## config.mk

```make
export PLATFORM = sky130hd
export DESIGN_NAME = warp_sequencer_flat
export DESIGN_NICKNAME = d
export VERILOG_FILES = /design/src/rtl/warp_sequencer_if.sv /design/src/rtl/warp_sequencer.sv /design/src/flat_wrapper.sv
export SDC_FILE = /design/constraint.sdc
export NUM_CORES = 1
export LEC_CHECK = 0
export ABC_AREA = 1
export CAP_MARGIN = 10
export CORE_ASPECT_RATIO = 2
export CORE_MARGIN = 3
export CORE_UTILIZATION = 49
export CTS_CLUSTER_DIAMETER = 120
export DETAILED_ROUTE_END_ITERATION = 8
export GPL_ROUTABILITY_DRIVEN = 0
export PLACE_DENSITY = 0.8
export SYNTH_ARGS = -nofsm -noshare
export SYNTH_HDL_FRONTEND = slang
export SYNTH_SLANG_ARGS = --single-unit
```

## constraint.sdc

```tcl
create_clock -name clk -period 1.85 [get_ports clk]
set_clock_uncertainty 0.2 [all_clocks]
set_input_delay 0.185 -clock clk [delete_from_list [all_inputs] [get_ports clk]]
set_output_delay 0.185 -clock clk [all_outputs]
set_load 0.01 [all_outputs]
```

## src/rtl/warp_sequencer_if.sv

```systemverilog
// warp_sequencer_if: pixel-RAM port and frame-readout port of the warp sequencer.
// The master modport is the sequencer's side. The slave modport is the RAM/readout side.
interface warp_sequencer_if #(
    parameter int ADDR_W = 21,
    parameter int DATA_W = 8
);
    // Single-port pixel RAM: synchronous read with 1-cycle latency
    logic              ram_we;
    logic [ADDR_W-1:0] ram_addr;
    logic [DATA_W-1:0] ram_data;
    logic [DATA_W-1:0] ram_q;

    // Readout requester: one accepted request gives one result on the next cycle
    logic              rd_req;
    logic [ADDR_W-1:0] rd_addr;
    logic              rd_ready;
    logic              rd_valid;
    logic [DATA_W-1:0] rd_data;

    modport master (
        output ram_we, ram_addr, ram_data, rd_ready, rd_valid, rd_data,
        input  ram_q, rd_req, rd_addr
    );

    modport slave (
        input  ram_we, ram_addr, ram_data, rd_ready, rd_valid, rd_data,
        output ram_q, rd_req, rd_addr
    );
endinterface

```

## src/rtl/warp_sequencer.sv

```systemverilog
// warp_sequencer: copies a full source frame to the destination frame through the
// warp module. It runs one RD / WT / WR sequence per pixel in raster order. When no
// copy is running, it lends the pixel RAM to the readout requester.
// Optional feature macro: WARP_BOUNDS_CHECK_EN. It suppresses writes whose warped
// offset falls outside the frame and counts them in drop_count.
module warp_sequencer #(
    parameter int WIDTH    = 640,
    parameter int HEIGHT   = 480,
    parameter int ADDR_W   = 21,
    parameter int DATA_W   = 8,
    parameter int SRC_BASE = 0,
    parameter int DST_BASE = 400000,
    parameter int WAIT_CYC = 1
) (
    input  logic              clk,
    input  logic              rst,
    input  logic              start,
    output logic              busy,
    output logic              done,
    output logic [9:0]        warp_i,
    output logic [9:0]        warp_j,
    input  logic [ADDR_W-1:0] warp_out,
    warp_sequencer_if.master  bus,
    output logic [19:0]       drop_count
);
    localparam int                NPIX     = WIDTH * HEIGHT;
    localparam logic [ADDR_W-1:0] LAST_K   = ADDR_W'(NPIX - 1);
    localparam logic [ADDR_W-1:0] NPIX_A   = ADDR_W'(NPIX);
    localparam logic [9:0]        LAST_COL = 10'(WIDTH - 1);
    localparam logic [ADDR_W-1:0] SRC_A    = ADDR_W'(SRC_BASE);
    localparam logic [ADDR_W-1:0] DST_A    = ADDR_W'(DST_BASE);
    localparam int                WC_W     = (WAIT_CYC > 1) ? $clog2(WAIT_CYC) : 1;
    localparam logic [WC_W-1:0]   WC_LAST  = WC_W'(WAIT_CYC - 1);

    typedef enum logic [2:0] {
        S_IDLE = 3'd0,
        S_RD   = 3'd1,
        S_WT   = 3'd2,
        S_WR   = 3'd3,
        S_DONE = 3'd4
    } state_t;

    state_t            r_state;
    state_t            w_next;
    logic [ADDR_W-1:0] r_k;
    logic [ADDR_W-1:0] r_woff;
    logic [9:0]        r_row;
    logic [9:0]        r_col;
    logic [DATA_W-1:0] r_pix;
    logic [WC_W-1:0]   r_wcnt;
    logic              r_done;
    logic              r_rd_valid;

    logic w_idle;
    logic w_rd_ready;
    logic w_rd_acc;
    logic w_wt_last;
    logic w_last_pix;
    logic w_drop;

    // IDLE and DONE both accept start and readout requests. A copy outranks a read.
    assign w_idle     = (r_state == S_IDLE) || (r_state == S_DONE);
    assign w_rd_ready = w_idle && !start && !rst;
    assign w_rd_acc   = w_rd_ready && bus.rd_req;
    assign w_wt_last  = (r_state == S_WT) && (r_wcnt == WC_LAST);
    assign w_last_pix = (r_k == LAST_K);

`ifdef WARP_BOUNDS_CHECK_EN
    logic [19:0] r_drop;

    assign w_drop = (r_state == S_WR) && (r_woff >= NPIX_A);

    // Count suppressed out-of-frame writes. The count saturates and restarts with each copy.
    always_ff @(posedge clk) begin
        if (rst) begin
            r_drop <= 20'd0;
        end else if (w_idle && start) begin
            r_drop <= 20'd0;
        end else if (w_drop && (r_drop != 20'hFFFFF)) begin
            r_drop <= r_drop + 20'd1;
        end else begin
            r_drop <= r_drop;
        end
    end

    assign drop_count = r_drop;
`else
    assign w_drop     = 1'b0;
    assign drop_count = 20'd0;
`endif

    // State register. Reset aborts a copy immediately.
    always_ff @(posedge clk) begin
        if (rst) begin
            r_state <= S_IDLE;
        end else begin
            r_state <= w_next;
        end
    end

    // Next-state logic for the per-pixel read / wait / write sequence
    always_comb begin
        w_next = r_state;
        case (r_state)
            S_IDLE, S_DONE: begin
                if (start) begin
                    w_next = S_RD;
                end else begin
                    w_next = r_state;
                end
            end
            S_RD: w_next = S_WT;
            S_WT: begin
                if (w_wt_last) begin
                    w_next = S_WR;
                end else begin
                    w_next = S_WT;
                end
            end
            S_WR: begin
                if (w_last_pix) begin
                    w_next = S_DONE;
                end else begin
                    w_next = S_RD;
                end
            end
            default: w_next = S_IDLE;
        endcase
    end

    // Scan counters, wait counter, captured pixel/offset, done pulse and readout valid
    always_ff @(posedge clk) begin
        if (rst) begin
            r_k        <= {ADDR_W{1'b0}};
            r_woff     <= {ADDR_W{1'b0}};
            r_row      <= 10'd0;
            r_col      <= 10'd0;
            r_pix      <= {DATA_W{1'b0}};
            r_wcnt     <= {WC_W{1'b0}};
            r_done     <= 1'b0;
            r_rd_valid <= 1'b0;
        end else begin
            r_done     <= (r_state == S_WR) && w_last_pix;
            r_rd_valid <= w_rd_acc;
            case (r_state)
                S_IDLE, S_DONE: begin
                    if (start) begin
                        r_k   <= {ADDR_W{1'b0}};
                        r_row <= 10'd0;
                        r_col <= 10'd0;
                    end
                end
                S_RD: r_wcnt <= {WC_W{1'b0}};
                S_WT: begin
                    if (w_wt_last) begin
                        r_pix  <= bus.ram_q;
                        r_woff <= warp_out;
                    end else begin
                        r_wcnt <= r_wcnt + WC_W'(1);
                    end
                end
                S_WR: begin
                    r_k <= r_k + ADDR_W'(1);
                    if (r_col == LAST_COL) begin
                        r_col <= 10'd0;
                        r_row <= r_row + 10'd1;
                    end else begin
                        r_col <= r_col + 10'd1;
                    end
                end
                default: r_k <= r_k;
            endcase
        end
    end

    // RAM port mux. The copy drives it while busy. An accepted readout drives it otherwise.
    always_comb begin
        bus.ram_we   = 1'b0;
        bus.ram_addr = {ADDR_W{1'b0}};
        bus.ram_data = {DATA_W{1'b0}};
        case (r_state)
            S_RD, S_WT: bus.ram_addr = SRC_A + r_k;
            S_WR: begin
                bus.ram_we   = !w_drop && !rst;
                bus.ram_addr = DST_A + r_woff;
                bus.ram_data = r_pix;
            end
            S_IDLE, S_DONE: begin
                if (w_rd_acc) begin
                    bus.ram_addr = DST_A + bus.rd_addr;
                end else begin
                    bus.ram_addr = {ADDR_W{1'b0}};
                end
            end
            default: bus.ram_addr = {ADDR_W{1'b0}};
        endcase
    end

    assign busy         = (r_state == S_RD) || (r_state == S_WT) || (r_state == S_WR);
    assign done         = r_done;
    assign warp_i       = r_row;
    assign warp_j       = r_col;
    assign bus.rd_ready = w_rd_ready;
    // Reset also cancels a result from a read accepted just before it
    assign bus.rd_valid = r_rd_valid && !rst;
    assign bus.rd_data  = (r_rd_valid && !rst) ? bus.ram_q : {DATA_W{1'b0}};
endmodule

```

## src/flat_wrapper.sv

```systemverilog
// flat-port wrapper written by rule: the top's interface ports become plain ports
module warp_sequencer_flat 
#(
    parameter int WIDTH    = 640,
    parameter int HEIGHT   = 480,
    parameter int ADDR_W   = 21,
    parameter int DATA_W   = 8,
    parameter int SRC_BASE = 0,
    parameter int DST_BASE = 400000,
    parameter int WAIT_CYC = 1
)
  (clk, rst, start, busy, done, warp_i, warp_j, warp_out, drop_count, bus_ram_we, bus_ram_addr, bus_ram_data, bus_rd_ready, bus_rd_valid, bus_rd_data, bus_ram_q, bus_rd_req, bus_rd_addr);
  warp_sequencer_if #(.ADDR_W(ADDR_W), .DATA_W(DATA_W)) bus_i ();
  input  logic clk;
  input  logic rst;
  input  logic start;
  output logic busy;
  output logic done;
  output logic [9:0] warp_i;
  output logic [9:0] warp_j;
  input  logic [ADDR_W-1:0] warp_out;
  output logic [19:0] drop_count;
  output wire logic [$bits(bus_i.ram_we)-1:0] bus_ram_we;
  output wire logic [$bits(bus_i.ram_addr)-1:0] bus_ram_addr;
  output wire logic [$bits(bus_i.ram_data)-1:0] bus_ram_data;
  output wire logic [$bits(bus_i.rd_ready)-1:0] bus_rd_ready;
  output wire logic [$bits(bus_i.rd_valid)-1:0] bus_rd_valid;
  output wire logic [$bits(bus_i.rd_data)-1:0] bus_rd_data;
  input wire logic [$bits(bus_i.ram_q)-1:0] bus_ram_q;
  input wire logic [$bits(bus_i.rd_req)-1:0] bus_rd_req;
  input wire logic [$bits(bus_i.rd_addr)-1:0] bus_rd_addr;
  assign bus_ram_we = bus_i.ram_we;
  assign bus_ram_addr = bus_i.ram_addr;
  assign bus_ram_data = bus_i.ram_data;
  assign bus_rd_ready = bus_i.rd_ready;
  assign bus_rd_valid = bus_i.rd_valid;
  assign bus_rd_data = bus_i.rd_data;
  assign bus_i.ram_q = bus_ram_q;
  assign bus_i.rd_req = bus_rd_req;
  assign bus_i.rd_addr = bus_rd_addr;
  warp_sequencer #(.WIDTH(WIDTH), .HEIGHT(HEIGHT), .ADDR_W(ADDR_W), .DATA_W(DATA_W), .SRC_BASE(SRC_BASE), .DST_BASE(DST_BASE), .WAIT_CYC(WAIT_CYC)) u_core (.clk(clk), .rst(rst), .start(start), .busy(busy), .done(done), .warp_i(warp_i), .warp_j(warp_j), .warp_out(warp_out), .bus(bus_i), .drop_count(drop_count));
endmodule
```

### Word-level counts from Yosys, hierarchy flattened

Cells that the tools add are included.

| word-level totals | value |
|---|---|
| flip-flop bits (word level) | 76 |
| input bits | 54 |
| output and inout bits | 82 |

| cells by class | value |
|---|---|
| $add $sub $neg | 6 |
| equality and inequality tests | 9 |
| multiplexer cells | 18 |
| bitwise operators | 1 |
| reduce and logical (&&, ||, !) cells | 20 |

Operator list:

| cell | number |
|---|---|
| $pmux W21 S3 | 1 |
| $add A19 B21 Y21 const A | 2 |
| $mux W21 | 2 |
| $pmux W21 S2 | 1 |
| $pmux W10 S2 | 2 |
| $mux W10 | 3 |
| $add A21 B1 Y21 const B | 1 |
| $eq A21 B19 Y1 const B | 1 |
| $add A10 B1 Y10 const B | 2 |
| $mux W8 | 2 |
| $pmux W3 S4 | 1 |
| $eq A10 B10 Y1 const B | 1 |
| $eq A3 B2 Y1 const B | 2 |
| $logic_and A1 B1 Y1 | 6 |
| $mux W3 | 2 |
| $ne A2 B2 Y1 const B | 3 |
| $reduce_and A2 Y1 | 3 |
| $reduce_bool A2 Y1 | 2 |
| $reduce_or A2 Y1 | 2 |
| $eq A3 B1 Y1 const B | 1 |
| $eq A3 B3 Y1 const B | 1 |
| $logic_not A3 Y1 | 1 |
| $logic_or A1 B1 Y1 | 3 |
| $mux W1 | 3 |
| other kinds (5) | 6 |

### Logic depth before layout (Yosys ltp)

| depth | value |
|---|---|
| depth after elaboration | 7 |
| mapped depth | 10 |
| mapped depth without buffers | 10 |

### Least setup slack after synthesis

Ideal clock, no wire load.

| timing path | value |
|---|---|
| kind | register to register |
| from | reg u_core.r_col[0], in the netlist u_core.warp_j[0] |
| to | reg u_core.r_row[6], in the netlist u_core.warp_i[6] |
| data arrival time | 1.421 ns |
| data required time | 1.535 ns |
| setup slack | 0.114 ns |
| stages on the path, launching flop included | 10 |
| period minus slack after synthesis | 1.736 ns |
| cell sequence | dfxtp_1 ha_1 nand2_2 nor2_4 nand4_2 nand2_2 buf_6 nand3_1 nand2_1 nor2_1 |

| on the way | value |
|---|---|
| longest elaborated chain between the ends | 3 |

RTL lines:

| element | line | RTL |
|---|---|---|
| start: declaration | warp_sequencer.sv:48 | `logic [9:0] r_col;` |
| start signal: assignment | warp_sequencer.sv:168 | `r_col <= r_col + 10'd1;` |
| $eq A10 B10 Y1 | warp_sequencer.sv:164 | `if (r_col == LAST_COL) begin` |
| $ne A2 B2 Y1 (no line) | n/a |  |
| $reduce_and A3 Y1 (no line) | n/a |  |
| end signal: assignment | warp_sequencer.sv:166 | `r_row <= r_row + 10'd1;` |
| end: declaration | warp_sequencer.sv:47 | `logic [9:0] r_row;` |

Every way passes these cells.
A chain may end at the register's enable or synchronous reset.

### Worst setup path after layout

| timing path | value |
|---|---|
| from | reg u_core.r_state[1] |
| to | out bus_ram_addr[0] |

| on the way | value |
|---|---|
| longest elaborated chain between the ends | 7 |
| elaborated cells on any way between the ends | 13 |

RTL lines:

| element | line | RTL |
|---|---|---|
| start: declaration | warp_sequencer.sv:43 | `state_t r_state;` |
| start signal: assignment | warp_sequencer.sv:97 | `r_state <= w_next;` |
| $eq A3 B3 Y1 / $logic_not A3 Y1 (equally long branches) | warp_sequencer.sv:62, warp_sequencer.sv:181 |  |
| $logic_or A1 B1 Y1 | warp_sequencer.sv:62 | `assign w_idle = (r_state == S_IDLE) \|\| (r_state == S_DONE);` |
| $logic_and A1 B1 Y1 (2 in a row) | warp_sequencer.sv:63 | `assign w_rd_ready = w_idle && !start && !rst;` |
| $logic_and A1 B1 Y1 | warp_sequencer.sv:64 | `assign w_rd_acc = w_rd_ready && bus.rd_req;` |
| $mux W21 | warp_sequencer.sv:189 | `if (w_rd_acc) begin` |
| $pmux W21 S3 (*) | warp_sequencer.sv:181 | `case (r_state)` |
| end: declaration | flat_wrapper.sv:24 | `output wire logic [$bits(bus_i.ram_addr)-1:0] bus_ram_addr;` |

Mark *: on every way between the ends. The rest lies on a longest branch, timed or not.

==> summary.md <==
| Metric | Value |
|---|---|
| Status | `finished with violations` |
| Failing checks | `DRC, setup timing` |
| Synth Instances | `756` |
| First-pass detailed-route iteration total | `9` |
| Final setup viols | `74` |
| Flop2flop setup slack | `-0.37 ns` |
| Final hold violation count | `0` |
| Worst-path clk slew | `0.06 ns` |
| Yosys reg bits | `76` |
| CP Launch Type | `register` |
| Seq/Total Area, Yosys | `0.319` |
| Die area | `11000 um2` |
| Fin crit period | `2.23 ns` |
| Worst Path Max Fanout | `5` |
| Yosys warns | `0` |
| Global-route wire length before repair | `29100 um` |
| Yosys top cell by area | `dfxtp_1` |
| GR Layer Usage met3 | `0.0788` |
| Antenna violations before repair | `0` |
| Max-Cap Viols | `0` |
| Setup ws final | `-0.382 ns` |
| Drc violations | `1` |
| Mux contribution to synthesized area | `0` |
| Final Util | `0.839` |
| Boundary pin count | `136` |
| Cts bufs inserted | `9` |
| GR Util met2 | `0.599` |
| All-Layer GR Usage | `0.340` |
| Netlist cell types | `45` |
| DR vias | `6878` |
| Initial Util | `0.505` |
| Top cell type's share of synthesized area | `0.319` |
| Mapped Avg Cell Area | `6.31 um2` |
| Core area | `9450 um2` |
| Compound-Gate Fraction of Synth Area | `0.175` |
| Leak | `0.00338 uW` |
| Worst EP required | `1.46 ns` |
| Site Rows | `50` |
| Max clock buf depth | `2` |
| Hold buffers post-CTS | `0` |
| Max_slew headroom | `0.642` |
| Fin crit share | `1.21` |
| Post-Place Setup Slack | `-0.802 ns` |
| Gr ovfl total | `0` |
| Vias/cell | `6.20` |
| Final wirelength | `23600 um` |
| Fillers | `492` |
| Max-slew violation total from the final report | `0` |
| Pwr dens | `711 nW/um2` |
| Share of cells above drive strength 1 | `0.336` |
| Post-route setup TNS | `-15.17 ns` |
| Largest net degree at the start of global routing | `49` |
| Wirelength per Cell | `21.3 um` |
| Setup crit end kind | `output port` |
| I/O Buffers | `115` |
| Post-synthesis simple-gate area fraction | `0.357` |
| Clock latency on the worst-skew pair | `0.35 ns` |
| Peak VDD IR | `594 uV` |
| Clock root buffer | `clkbuf_16` |
| Layout Nets | `1034` |
| Post-route antenna net violation count | `0` |
| Worst Tran Pin Value | `0.537 ns` |
| Post-detail-place hpwl | `12900 um` |
| Synthesized cell area | `4770 um2` |
| N_diodes | `0` |
| Vias in the first global route | `6270` |
| DRT iter0 DRCs | `957` |
| XOR/XNOR Fraction of Synth Area | `0.00184` |
| Fmax | `0.448 GHz` |
| Gr busiest metal | `met2` |
| Area growth, synth to finish | `66.2%` |
| GRT met1 Usage | `0.308` |
| Overall Power | `5630 uW` |
| Worst Setup Path Type | `register to output port` |
| Clk sinks | `76` |
| Adder-Cell Fraction of Synth Area | `0.0131` |
| TritonCTS clock tree | `built` |
| Synth top area cells | `dfxtp_1 32%, nand2_1 12%, nor2_1 8.9%` |
| H-tree levels | `3` |
| Hold Crit Class | `input pin to register` |
| Combinational family with the most area after synthesis | `simple AND/OR/NAND/NOR gates` |
| RSZ-0062 raised after global routing | `true` |
| Die width | `75.7 um` |
| CP Data Arrival Time | `1.85 ns` |
| Die H | `145 um` |
## worst max-delay path, stage by stage, from the launching register on
cell and delay (ns):
dfxtp_4 0.38, buf_6 0.11, nand2_4 0.07, nor2_4 0.22, buf_12 0.16, buf_6 0.13
a22oi_2 0.09, o21ai_1 0.15, buf_2 0.18
## cells by family after synthesis
logic type	after synthesis
xor+xnor	1
other cells	1
flops	76
compound gates	148
simple gates	387
fa+ha+maj	5
buf+inv	138
## cell usage after synthesis (all sizes together)
| library cell | n |
|---|---|
| ha | 5 |
| a31oi | 1 |
| and3 | 1 |
| inv | 93 |
| o221ai | 3 |
| a21oi | 58 |
| a21boi | 1 |
| a22oi | 9 |
| nor2 | 122 |
| nor3 | 13 |
| clkbuf | 9 |
| xor2 | 1 |
| nand2 | 167 |
| clkinv | 1 |
| buf | 35 |
| o211ai | 5 |
| nand3b | 5 |
| o22ai | 2 |
| o21ai | 63 |
| a32oi | 1 |
| o21a | 1 |
| a32o | 1 |
| dfxtp | 76 |
| o21bai | 2 |
| nor3b | 1 |
| nand3 | 66 |
| o31ai | 1 |
| nand4 | 9 |
| or2 | 3 |
| conb | 1 |
## cell usage in the layout (no fill, tap or decap), types with 8 or more instances in the layout
cell,count
nand2_1,135
nor2_1,88
buf_4,84
inv_1,83
clkdlybuf4s50_1,67
dfxtp_1,62
a21oi_1,45
o21ai_0,40
buf_6,39
nand3_1,38
nor2_4,24
nand3_2,20
conb_1,20
buf_2,18
nand2_4,16
nand2_2,16
o21ai_1,16
dlygate4sd2_1,13
a21oi_2,12
nor2_2,10
clkbuf_16,10
a22oi_2,8
nand4_1,8
nand3_4,8
nor3_1,8
dfxtp_2,8
## per-stage QoR
stage / std cells / hold slack, ns / instance area [um2]
finish: 1110 / 0.289 / 7920
global route: 1110 / 0.290 / 7920
CTS: 1095 / 0.256 / 7180
detailed placement: 1063 / 0.248 / 6540
global placement: 1063 / 0.232 / 6540
floorplan: 775 / 0.150 / 4840
## sequential cells by signal (all words and copies together), names as in the netlist
name / flops
u_core.r_wcnt: 1
u_core.r_pix: 8
u_core.warp_j: 10
u_core.r_k: 21
u_core.done: 1
u_core.r_woff: 21
u_core.warp_i: 10
u_core.r_rd_valid: 1
u_core.r_state: 3
## report_power, final
| part | leakage, uW | internal, uW | switching, uW |
|---|---|---|---|
| sequential | 0.000625 | 1760 | 113 |
| clock | 0.000149 | 1180 | 775 |
| combinational | 0.00261 | 768 | 1030 |
## final timing paths
check,start,end,cells after the start
max,u_core.r_state[1],bus_ram_addr[0],8
min,warp_out[3],u_core.r_woff[3],3
max reg2reg,u_core.r_state[1],u_core.r_k[11],13
min reg2reg,u_core.r_k[6],u_core.r_k[6],1
## repair_timing
action / in CTS / in global routing
buffers inserted: 16 / 14
cloned: 1 / 1
pin swaps: 30 / 36
gates resized for setup: 253 / 152
setup endpoints to repair: 54 / 63
## layout make-up
class,instances,area [um2],area share
multi-input combinational,561,3370,0.426
clock inverter,6,88.8,0.0112
sequential,76,1550,0.196
clock buffer,10,229,0.0289
timing repair buffer,233,2150,0.271
inverter,94,370,0.0467
tap,130,163,0.0205
## routing by layer
metal | up-vias | routed length, um
met5 | - | 0
li1 | 2864 | -
met2 | 617 | 11500
met4 | 0 | 2510
met3 | 261 | 2260
met1 | 3136 | 7370
(Power assumes the default switching activity.)
